[config.mk]
export PLATFORM = sky130hd
export DESIGN_NAME = sram_req_queue
export DESIGN_NICKNAME = d
export VERILOG_FILES = /design/src/rtl/sram_req_queue_pkg.sv /design/src/rtl/sram_resp_fifo.sv /design/src/rtl/sram_req_queue.sv
export SDC_FILE = /design/constraint.sdc
export NUM_CORES = 1
export LEC_CHECK = 0
export CORE_MARGIN = 2
export CORE_UTILIZATION = 44
export CTS_CLUSTER_DIAMETER = 50
export CTS_CLUSTER_SIZE = 28
export DETAILED_ROUTE_END_ITERATION = 16
export PLACE_DENSITY_LB_ADDON = 0.2
export RECOVER_POWER = 100
export SETUP_SLACK_MARGIN = 0.02
export SLEW_MARGIN = 40
export SYNTH_ARGS = -nofsm -noshare
export SYNTH_HDL_FRONTEND = slang
export SYNTH_SLANG_ARGS = --single-unit
[constraint.sdc]
create_clock -name clock -period 8.15 [get_ports clock]
set_clock_uncertainty 0.15 [all_clocks]
set_input_delay 0.815 -clock clock [delete_from_list [all_inputs] [get_ports clock]]
set_output_delay 0.815 -clock clock [all_outputs]
set_load 0.05 [all_outputs]
[src/rtl/sram_req_queue_pkg.sv]
// Shared SRAM request definitions for the cache/scratchpad controllers.
// Default macro geometry and the request bundle handed to sram_req_queue.
package sram_req_queue_pkg;

    localparam int SRAM_ADDR_W = 9;
    localparam int SRAM_DATA_W = 64;
    localparam int SRAM_MASK_W = SRAM_DATA_W / 8;

    typedef struct packed {
        logic                   write;
        logic [SRAM_ADDR_W-1:0] addr;
        logic [SRAM_DATA_W-1:0] data;
        logic [SRAM_MASK_W-1:0] mask;
    } sram_req_t;

endpackage

[src/rtl/sram_resp_fifo.sv]
// Read-response buffer: DEPTH entries, circular, storage left unreset.
// Pointers wrap by compare-and-clear so DEPTH need not be a power of two.
module sram_resp_fifo #(
    parameter int DEPTH  = 2,
    parameter int DATA_W = 64,
    parameter int PW     = $clog2(DEPTH),
    parameter int CW     = $clog2(DEPTH + 1)
) (
    input  logic              clock,
    input  logic              reset,
    input  logic              push,
    input  logic              pop,
    input  logic [DATA_W-1:0] push_data,
    output logic [DATA_W-1:0] head,
    output logic [CW-1:0]     count
);

    logic [DATA_W-1:0] mem [DEPTH];
    logic [PW-1:0]     rd_ptr;
    logic [PW-1:0]     wr_ptr;

    function automatic logic [PW-1:0] nxt(input logic [PW-1:0] p);
        return (p == PW'(DEPTH - 1)) ? '0 : p + PW'(1);
    endfunction

    always_ff @(posedge clock) begin
        if (reset) begin
            rd_ptr <= '0;
            wr_ptr <= '0;
            count  <= '0;
        end else begin
            if (push)
                wr_ptr <= nxt(wr_ptr);
            if (pop)
                rd_ptr <= nxt(rd_ptr);
            if (push && !pop)
                count <= count + CW'(1);
            else if (pop && !push)
                count <= count - CW'(1);
        end
    end

    always_ff @(posedge clock) begin
        if (push)
            mem[wr_ptr] <= push_data;
    end

    assign head = mem[rd_ptr];

endmodule

[src/rtl/sram_req_queue.sv]
// Request front-end for a 1R1W byte-masked SRAM macro with 1-cycle reads.
// Reads return in order on a backpressured response stream.
module sram_req_queue
    import sram_req_queue_pkg::*;
#(
    parameter int ADDR_W = SRAM_ADDR_W,
    parameter int DATA_W = SRAM_DATA_W,
    parameter int MASK_W = SRAM_MASK_W,
    parameter int DEPTH  = 2
) (
    input  logic              clock,
    input  logic              reset,
    input  logic              io_req_valid,
    output logic              io_req_ready,
    input  logic              io_req_bits_write,
    input  logic [ADDR_W-1:0] io_req_bits_addr,
    input  logic [DATA_W-1:0] io_req_bits_data,
    input  logic [MASK_W-1:0] io_req_bits_mask,
    output logic              io_resp_valid,
    input  logic              io_resp_ready,
    output logic [DATA_W-1:0] io_resp_bits_data,
    output logic              io_busy,
    output logic              sram_W0_en,
    output logic [ADDR_W-1:0] sram_W0_addr,
    output logic [DATA_W-1:0] sram_W0_data,
    output logic [MASK_W-1:0] sram_W0_mask,
    output logic              sram_R0_en,
    output logic [ADDR_W-1:0] sram_R0_addr,
    input  logic [DATA_W-1:0] sram_R0_data
);

    localparam int CW = $clog2(DEPTH + 1);

    logic              inflight;
    logic [CW-1:0]     count;
    logic [CW:0]       occ;
    logic [DATA_W-1:0] head;
    logic              buffered;
    logic              fire;
    logic              push;
    logic              pop;

    // Credit covers both the beat in flight and every buffered beat.
    assign buffered     = (count != '0);
    assign occ          = {1'b0, count} + {{CW{1'b0}}, inflight};
    assign io_req_ready = !reset && (occ < (CW + 1)'(DEPTH));
    assign fire         = io_req_valid && io_req_ready;

    assign sram_W0_en   = fire && io_req_bits_write;
    assign sram_W0_addr = io_req_bits_addr;
    assign sram_W0_data = io_req_bits_data;
    assign sram_W0_mask = io_req_bits_mask;
    assign sram_R0_en   = fire && !io_req_bits_write;
    assign sram_R0_addr = io_req_bits_addr;

    always_ff @(posedge clock) begin
        if (reset)
            inflight <= 1'b0;
        else
            inflight <= sram_R0_en;
    end

    // Empty buffer: flow through; otherwise the returning beat queues behind the head.
    assign push = inflight && (buffered || !io_resp_ready);
    assign pop  = buffered && io_resp_ready;

    assign io_resp_valid     = !reset && (inflight || buffered);
    assign io_resp_bits_data = buffered ? head : sram_R0_data;
    assign io_busy           = !reset && (inflight || buffered);

    sram_resp_fifo #(
        .DEPTH  (DEPTH),
        .DATA_W (DATA_W)
    ) u_fifo (
        .clock     (clock),
        .reset     (reset),
        .push      (push),
        .pop       (pop),
        .push_data (sram_R0_data),
        .head      (head),
        .count     (count)
    );

endmodule
Word-level counts from Yosys, hierarchy flattened. Memories as Yosys holds them, arrays and structs flattened. A register that Yosys moved wholly into a read port is not among the register bits. Cells that the tools add are included.

Add/sub/neg operators: 5. $mul: 0. Divide/modulo/power cells: 0. Order comparisons: 1. Equal/unequal tests: 0. Shifts and indexed selects: 0. Muxes and demuxes: 9. Bitwise gates (word level): 0. Reductions and logical operators: 18.

Operators by type and width (count): $mux W64 (1); $logic_and A1 B1 Y1 (9); $mux W1 (6); $logic_not A1 Y1 (5); $mux W2 (2); $reduce_bool A2 Y1 (2); $add A2 B1 Y3 (1); $lt A3 B2 Y1 const B (1); $add A1 B1 Y1 const B (2); $add A2 B1 Y2 const B (1); $logic_or A1 B1 Y1 (2); $sub A2 B1 Y2 const B (1).

Bits in registers: 5. Latch bits: 0. Bits in writable memories: 128. ROM bits: 0. Bits of input ports: 150. Memories kept: 1.

Memory list: u_fifo.mem (depth 2, bits a word 64, rd ports 1, clocked after memory_dff 1, write ports 1, RTL line sram_resp_fifo.sv:18) `logic [DATA_W-1:0] mem [DEPTH];`.

Logic depth before layout (Yosys ltp). Gate-level depths: netlist of run 1.

Depth in word-level cells: 7. Depth in mapped cells: 7. Mapped depth without buffers: 3.

Cells and area by module. From an unflattened synthesis of run 1, not the netlist that was laid out.

Cell total of the unflattened synthesis: 391. Area, all modules: 6557.5 um2.

By module, submodules not included: sram_resp_fifo (instances 1, cells each 219, area each 4838.4 um2, sequential area each 3943.8 um2); sram_req_queue (instances 1, cells each 172, area each 1719.1 um2, sequential area each 20.0 um2).

Least setup slack after synthesis of run 1. OpenSTA, ideal clock, no wires.

Kind: in2reg. Start: input port io_resp_ready. End: memory u_fifo.mem[0][0] (enable). Library setup time: 0.486 ns. Arrival time: 3.627 ns. Required time: 7.514 ns. Setup slack: 3.887 ns. Stages on the path: 3. Path through: inv_1 o21ai_2 nor2_1.

Cells in the longest elaborated chain, start to end: 5.

Ends and longest elaborated chain: from (decl) (RTL line sram_req_queue.sv:20) `input logic io_resp_ready,`; $logic_not A1 Y1 (RTL line sram_req_queue.sv:64) `assign push = inflight && (buffered || !io_resp_ready);`; $logic_or A1 B1 Y1 (RTL line sram_req_queue.sv:64); $logic_and A1 B1 Y1 (RTL line sram_req_queue.sv:64); $mux W1 (RTL line sram_resp_fifo.sv:44) `if (push)`; $mux W1 (not written as such) (RTL line sram_resp_fifo.sv:45) `mem[wr_ptr] <= push_data;`; to (decl) (RTL line sram_resp_fifo.sv:18).

Every way passes these cells.

Worst setup path in the final report of run 1.
Start: register u_fifo.count[0]. End: memory u_fifo.mem[1][32] (enable).

Cells in the longest elaborated chain, start to end: 5.

Ends and longest elaborated chain: from (decl) (RTL line sram_resp_fifo.sv:15) `output logic [CW-1:0] count`; from (signal assigned) (RTL line sram_resp_fifo.sv:37) `count <= count + CW'(1);`; from (signal assigned) (RTL line sram_resp_fifo.sv:39) `count <= count - CW'(1);`; $reduce_bool A2 Y1 (RTL line sram_req_queue.sv:44) `assign buffered = (count != '0);`; $logic_or A1 B1 Y1 (RTL line sram_req_queue.sv:64); $logic_and A1 B1 Y1 (RTL line sram_req_queue.sv:64); $mux W1 (RTL line sram_resp_fifo.sv:44); $mux W1 (not written as such) (RTL line sram_resp_fifo.sv:45).

Every way passes these cells.

==> impl_metrics.json, run 1 <==
{
  "outcome": "finished, violations left",
  "failed_checks": "max-capacitance violations, max-slew violations",
  "critPathLaunch": "u_fifo.count[0]$_SDFFE_PP0P_",
  "critical_path.max_fanout": 88,
  "post_cts_buffers": 0,
  "dr.pass1.iters": 6,
  "cap_violations": 2,
  "start_kind": "flop",
  "dpl.hpwl_um": 7300,
  "min_period_ns": 5.48,
  "max-vdd-ir-drop_mv": 0.0983,
  "io_buffer_count": 137,
  "hold_violations": 0,
  "slew_headroom": -1.56,
  "cts_sinks": 134,
  "drive_gt1_frac": 0.0945,
  "period_share": 0.673,
  "ioPinCount": 309,
  "die_w_um": 123,
  "synth_top_area_frac": 0.612,
  "drc": 0,
  "reg2reg_from": "u_fifo.count[0]$_SDFFE_PP0P_",
  "cts_hold_buf": 0,
  "syn_inst": 470,
  "intPower_w": 0.00125,
  "antennaDiodeCount": 0,
  "setup_viol": 0,
  "grt_antenna_before_repair": 0,
  "grt.overflow.total": 0,
  "synth.distinct_cells": 24,
  "yosysTopAreaCell": "edfxtp_1",
  "fmax_mhz": 182,
  "yosysWarningCount": 0,
  "cts_tree": "yes",
  "die-area_sq_um": 15200,
  "rsz0062_at_grt": "false",
  "area_delta_synth_final_pct": 21.0,
  "ys_seq_area_frac": 0.632,
  "switchingPower_w": 0.000411,
  "htreeDepth": 4,
  "synth.area.top_cells": "edfxtp_1 (61%), buf_4 (11%), mux2i_1 (10%)",
  "wl_per_cell_um": 16.2,
  "initial_core_util": 0.452,
  "grt_pass1_wl_um": 17300,
  "grt_max_degree": 89,
  "cp.arrival_ns": 5.25,
  "cts_made_buffers": 17,
  "power_w": 0.00166,
  "hp-class": "reg2reg",
  "grtUsageTotal": 0.151,
  "pwr_density_cell_nw_per_um2": 219,
  "nFillCells": 1172,
  "synth_nets": 620,
  "power.share.sequential": 0.462,
  "clock_latency_ns": 0.40,
  "endpoint_kind": "flop",
  "gp_congestion": 0.692,
  "rows": 43,
  "worstSetupPathType": "reg2reg",
  "drtIter0Drc": 213,
  "worstMarginPinSlew_ns": 3.84,
  "syn_area_per_cell_sq_um": 13.4,
  "drtAntennaViolNets": 0,
  "cts_root_buf": "clkbuf_16",
  "cts_resized": 0,
  "avgViaCountPerCell": 4.91,
  "vias": 3480,
  "required_ns": 7.91,
  "routed_wirelength_um": 11500,
  "clk_pin_slew_ns": 0.05,
  "grt_pass1_vias": 3385,
  "maxSlewViolCount": 130,
  "reg2reg_slack_ns": 2.67,
  "final_nets": 667,
  "clkPwrFrac": 0.405,
  "combPwrFrac": 0.133,
  "synth-seq-cells": 134,
  "coreArea_sq_um": 13900,
  "clockBufferDepth": 2,
  "worst_hold_startpoint": "u_fifo.rd_ptr$_SDFFE_PP0P_",
  "switching_share": 0.247,
  "die_h_um": 123,
  "tns_ns": 0,
  "leakage_nw": 2.46,
  "syn-cell-area_sq_um": 6280
}
[critical path, stage by stage (launching register included)]
cell	delay (ns)
dfxtp_1	0.43
or2_4	0.45
buf_6	0.54
o21ai_0	0.41
nor2_4	0.15
clkbuf_1	2.70
[metrics by stage]
stage	instances	util	cell area (sq um)	hold WS [ns]	worst slack (ns)
5_1_grt	709	0.547	7590	0.427	2.21
3_5_place_dp	678	0.511	7090	0.351	4.39
4_1_cts	709	0.548	7610	0.400	4.12
2_1_floorplan	470	-	6280	0.322	3.89
6_report	709	0.547	7590	0.384	2.67
3_3_place_gp	676	0.506	7030	0.341	4.39
[synth_stat cells]
| library cell | n |
|---|---|
| buf_6 | 14 |
| inv_1 | 2 |
| nor2b_1 | 1 |
| buf_4 | 92 |
| clkbuf_1 | 1 |
| nand2b_1 | 1 |
| xor2_1 | 2 |
| o21ai_0 | 1 |
| mux2_2 | 1 |
| mux2i_1 | 65 |
| nor2_1 | 75 |
| a21oi_2 | 15 |
| a221oi_1 | 1 |
| a21oi_1 | 50 |
| o21ai_2 | 1 |
| nand2_1 | 2 |
| or2_1 | 1 |
| a211oi_1 | 1 |
| dfxtp_1 | 6 |
| nand3b_1 | 1 |
| nor3_1 | 1 |
| and3_1 | 1 |
| edfxtp_1 | 128 |
| buf_2 | 7 |
[routing by layer]
layer,GRT usage,share of wire,vias up
met5,0,0,-
met4,0.0625,0.017,0
met3,0.0549,0.084,34
met2,0.221,0.45,149
met1,0.203,0.44,1618
li1,-,-,1679
[worst paths after layout]
kind / to / depth (start not counted)
worst min register to register: flop / 2
worst max-delay path: u_fifo.mem[1][32]$_DFFE_PP_ / 5
worst max register to register: u_fifo.mem[1][32]$_DFFE_PP_ / 5
worst min-delay path: flop / 2
[power by group through the flow]
stage	combinational [W]	clock [W]	sequential, W
after floorplan	0.000264	0	0.000781
after global placement	0.000233	0	0.000785
after detailed placement	0.000239	0	0.000782
after CTS	0.000241	0.000689	0.000768
after global routing	0.000235	0.000717	0.000770
final	0.000221	0.000673	0.000769
[flip-flops by register name, indices dropped and copies added, names as in the netlist, named ones only]
signal	cells
u_fifo.count	2
inflight	1
u_fifo.rd_ptr	1
u_fifo.mem	128
u_fifo.wr_ptr	1
[placed cells by master, fill, tap and decap left out, drive strengths merged]
cell and count:
dlygate4sd3 135, edfxtp 128, nor2 75, mux2i 65, a21oi 65, clkbuf 22
clkinv 7, dfxtp 6, clkinvlp 3, buf 3, nand2 2, inv 2
o21ai 2, xor2 2, clkdlybuf4s50 2, or2 1, a211oi 1, and3 1
nand3b 1, nor2b 1, a221oi 1, mux2 1, nand2b 1, nor3 1
bufinv 1
[area by class of cell]
type | count | area (sq um) | area share
sequential | 134 | 3970 | 0.523
timing repair buffer | 142 | 1440 | 0.189
clock inverter | 11 | 86.3 | 0.0114
multi-input combinational | 220 | 1430 | 0.189
tap | 180 | 225 | 0.0297
clock buffer | 20 | 437 | 0.0575
inverter | 2 | 7.51 | 0.000989
[cells by family after synthesis]
group	share of synthesized area
AOI/OAI and AO/OA	0.0656
xor gates and xnor gates	0.00279
buffers and inverters	0.143
DFF	0.632
muxes	0.105
and+or+nand+nor	0.0520
No activity file was read; power rests on OpenSTA's default activity.
==> inputs of run 2 (changes only) <==
--- a/config.mk
+++ b/config.mk
@@ -6,7 +6,7 @@
 export NUM_CORES = 1
 export LEC_CHECK = 0
 export CORE_MARGIN = 2
-export CORE_UTILIZATION = 44
+export CORE_UTILIZATION = 37
 export CTS_CLUSTER_DIAMETER = 50
 export CTS_CLUSTER_SIZE = 28
 export DETAILED_ROUTE_END_ITERATION = 16
==> constraint.sdc (replaced) <==
create_clock -name clock -period 4.4 [get_ports clock]
set_clock_uncertainty 0.15 [all_clocks]
set_input_delay 0.44 -clock clock [delete_from_list [all_inputs] [get_ports clock]]
set_output_delay 0.44 -clock clock [all_outputs]
set_load 0.05 [all_outputs]
==> run 2 against run 1 <==
Effect of this change: the run still ends with max-capacitance violations, max-slew violations left; total power is 98% higher; fmax is 57% higher; register-to-register slack worse by 1.8 ns; clock-buffer cell count is 3 lower; non-clock buffer count is 1 higher; wire length is 5.0% higher; die area is 18% higher; first-iteration DRC count is 6.6% lower.
==> impl_metrics.json, run 2 (synthesized netlist as in run 1, its figures left out) <==
{
  "routed_wirelength_um": 12000,
  "switchingPower_w": 0.000797,
  "largest_reg_flops": 128,
  "area_delta_synth_final_pct": 23.1,
  "worstHoldEndpoint": "u_fifo.rd_ptr$_SDFFE_PP0P_",
  "fin_cells": 753,
  "holdPathStages": 2,
  "failed_checks": "max-capacitance violations, max-slew violations",
  "regMostFlops": "u_fifo.mem",
  "critical_path.max_fanout": 32,
  "clkPwrFrac": 0.443,
  "clockBufferDepth": 2,
  "grt_pass1_wl_um": 18400,
  "clock_latency_ns": 0.41,
  "initial_core_util": 0.378,
  "setup_viol": 0,
  "reg2reg_from": "u_fifo.count[0]$_SDFFE_PP0P_",
  "drive_gt1_frac": 0.102,
  "wl_per_cell_um": 16.0,
  "final_cell_mix": "dlygate4sd3_1 (134), edfxtp_1 (128), nor2_1 (74)",
  "worst_hold_startpoint": "u_fifo.rd_ptr$_SDFFE_PP0P_",
  "period_share": 0.794,
  "vias": 3466,
  "drc": 0,
  "intPower_w": 0.00249,
  "cap_violations": 1,
  "reg2reg_slack_ns": 0.91,
  "avgViaCountPerCell": 4.60,
  "required_ns": 4.37,
  "power.share.sequential": 0.433,
  "cts_tree": "yes",
  "die_h_um": 134,
  "slew_headroom": -0.235,
  "cts_sinks": 134,
  "finalWorstSetupSlack_ns": 0.905,
  "die_w_um": 134,
  "cp.arrival_ns": 3.46,
  "dr.pass1.iters": 4,
  "start_kind": "flop",
  "cts_resized": 0,
  "coreArea_sq_um": 16600,
  "htreeDepth": 4,
  "endpoint_kind": "flop",
  "worstMarginPinSlew_ns": 1.85,
  "dp.cells": 719,
  "clk_pin_slew_ns": 0.06,
  "hp-class": "reg2reg",
  "drtAntennaViolNets": 0,
  "grt.overflow.total": 0,
  "combPwrFrac": 0.124,
  "cts_made_buffers": 17,
  "fmax_mhz": 286,
  "reg2reg_depth": 5,
  "post_cts_buffers": 0,
  "cts_hold_buf": 0,
  "reg.largest.list": "u_fifo.mem (128), u_fifo.count (2)",
  "reg2reg_to": "u_fifo.mem[0][29]$_DFFE_PP_",
  "rows": 47,
  "rsz0062_at_grt": "false",
  "hold_violations": 0,
  "nFillCells": 1489,
  "min_period_ns": 3.49,
  "ioPinCount": 309,
  "grt_antenna_before_repair": 3,
  "grt_pass1_vias": 3465,
  "outcome": "finished, violations left",
  "final_common_cell": "dlygate4sd3_1",
  "tns_ns": 0,
  "leakage_nw": 2.51,
  "switching_share": 0.242,
  "max-vdd-ir-drop_mv": 0.248,
  "worstSetupPathType": "reg2reg",
  "io_buffer_count": 137,
  "pwr_density_cell_nw_per_um2": 426,
  "drtIter0Drc": 199,
  "final_nets": 668,
  "gp_congestion": 0.696,
  "grtUsageTotal": 0.134,
  "post-place-ws_ns": 1.39,
  "die-area_sq_um": 18000,
  "cts_root_buf": "clkbuf_16",
  "grt_max_degree": 100,
  "dpl.hpwl_um": 7330,
  "maxSlewViolCount": 65
}
-- run 2: changes by cell type in the layout (fill, tap and decap cells not counted), sizes merged --
| cell | delta |
|---|---|
| bufinv | +3 |
| clkbuf | -2 |
| diode | +2 |
| clkdlybuf4s50 | +1 |
| clkinvlp | +1 |
| dlygate4sd3 | -1 |
-- run 2: power groups by stage --
| stage | sequential (W) | clock, W | combinational, W |
|---|---|---|---|
| final | 0.00142 | 0.00146 | 0.000409 |
| after global routing | 0.00142 | 0.00155 | 0.000432 |
| after CTS | 0.00142 | 0.00149 | 0.000448 |
| after detailed placement | 0.00145 | 0 | 0.000445 |
| after global placement | 0.00145 | 0 | 0.000439 |
| after floorplan | 0.00145 | 0 | 0.000489 |
-- run 2: cell type report --
| class | instances | area [sq um] | share of cell area |
|---|---|---|---|
| Timing Repair Buffer | 143 | 1430 | 0.185 |
| Sequential cell | 134 | 3970 | 0.514 |
| Tap cell | 220 | 275 | 0.0356 |
| Inverter | 2 | 7.51 | 0.000972 |
| Clock inverter | 15 | 186 | 0.0241 |
| Clock buffer | 17 | 425 | 0.0551 |
| Multi-Input combinational cell | 220 | 1420 | 0.184 |
| Antenna cell | 2 | 5.00 | 0.000648 |
-- run 2: layer usage --
| metal | GRT usage | wire, um |
|---|---|---|
| met1 | 0.164 | 5340 |
| met2 | 0.207 | 5580 |
| met3 | 0.0544 | 868 |
| met4 | 0.0614 | 227 |
| met5 | 0 | 12 |
-- run 2: per-stage QoR --
stage               power [W]  cell area [sq um]  utilization  hold slack, ns
floorplan             0.00194               6280            -           0.322
global route          0.00341               7720        0.466           0.389
CTS                   0.00336               7770        0.469           0.367
detailed placement    0.00189               7160        0.432           0.354
global placement      0.00189               7130        0.430           0.351
finish                0.00329               7720        0.466           0.368
-- run 2: how the worst max path moves through the flow --
stage	start	endpoint	cells past startpoint	slack [ns]
finish	u_fifo.count[0]$_SDFFE_PP0P_	u_fifo.mem[0][29]$_DFFE_PP_	5	0.91
global route	u_fifo.count[0]$_SDFFE_PP0P_	u_fifo.mem[0][29]$_DFFE_PP_	5	0.58
detailed placement	u_fifo.count[1]$_SDFFE_PP0P_	io_resp_bits_data[37]	5	1.39
CTS	u_fifo.count[0]$_SDFFE_PP0P_	io_resp_bits_data[37]	5	0.92
floorplan	u_fifo.count[1]$_SDFFE_PP0P_	u_fifo.mem[0][0]$_DFFE_PP_	4	0.40
global placement	u_fifo.count[0]$_SDFFE_PP0P_	io_resp_bits_data[10]	5	1.43
-- run 2: worst max-delay path: stages, from the launching register on --
cell      delay, ns
dfxtp_1        0.44
or2_4          0.40
o21ai_0        0.28
nor2_1         0.77
clkbuf_1       0.83
buf_4          0.31
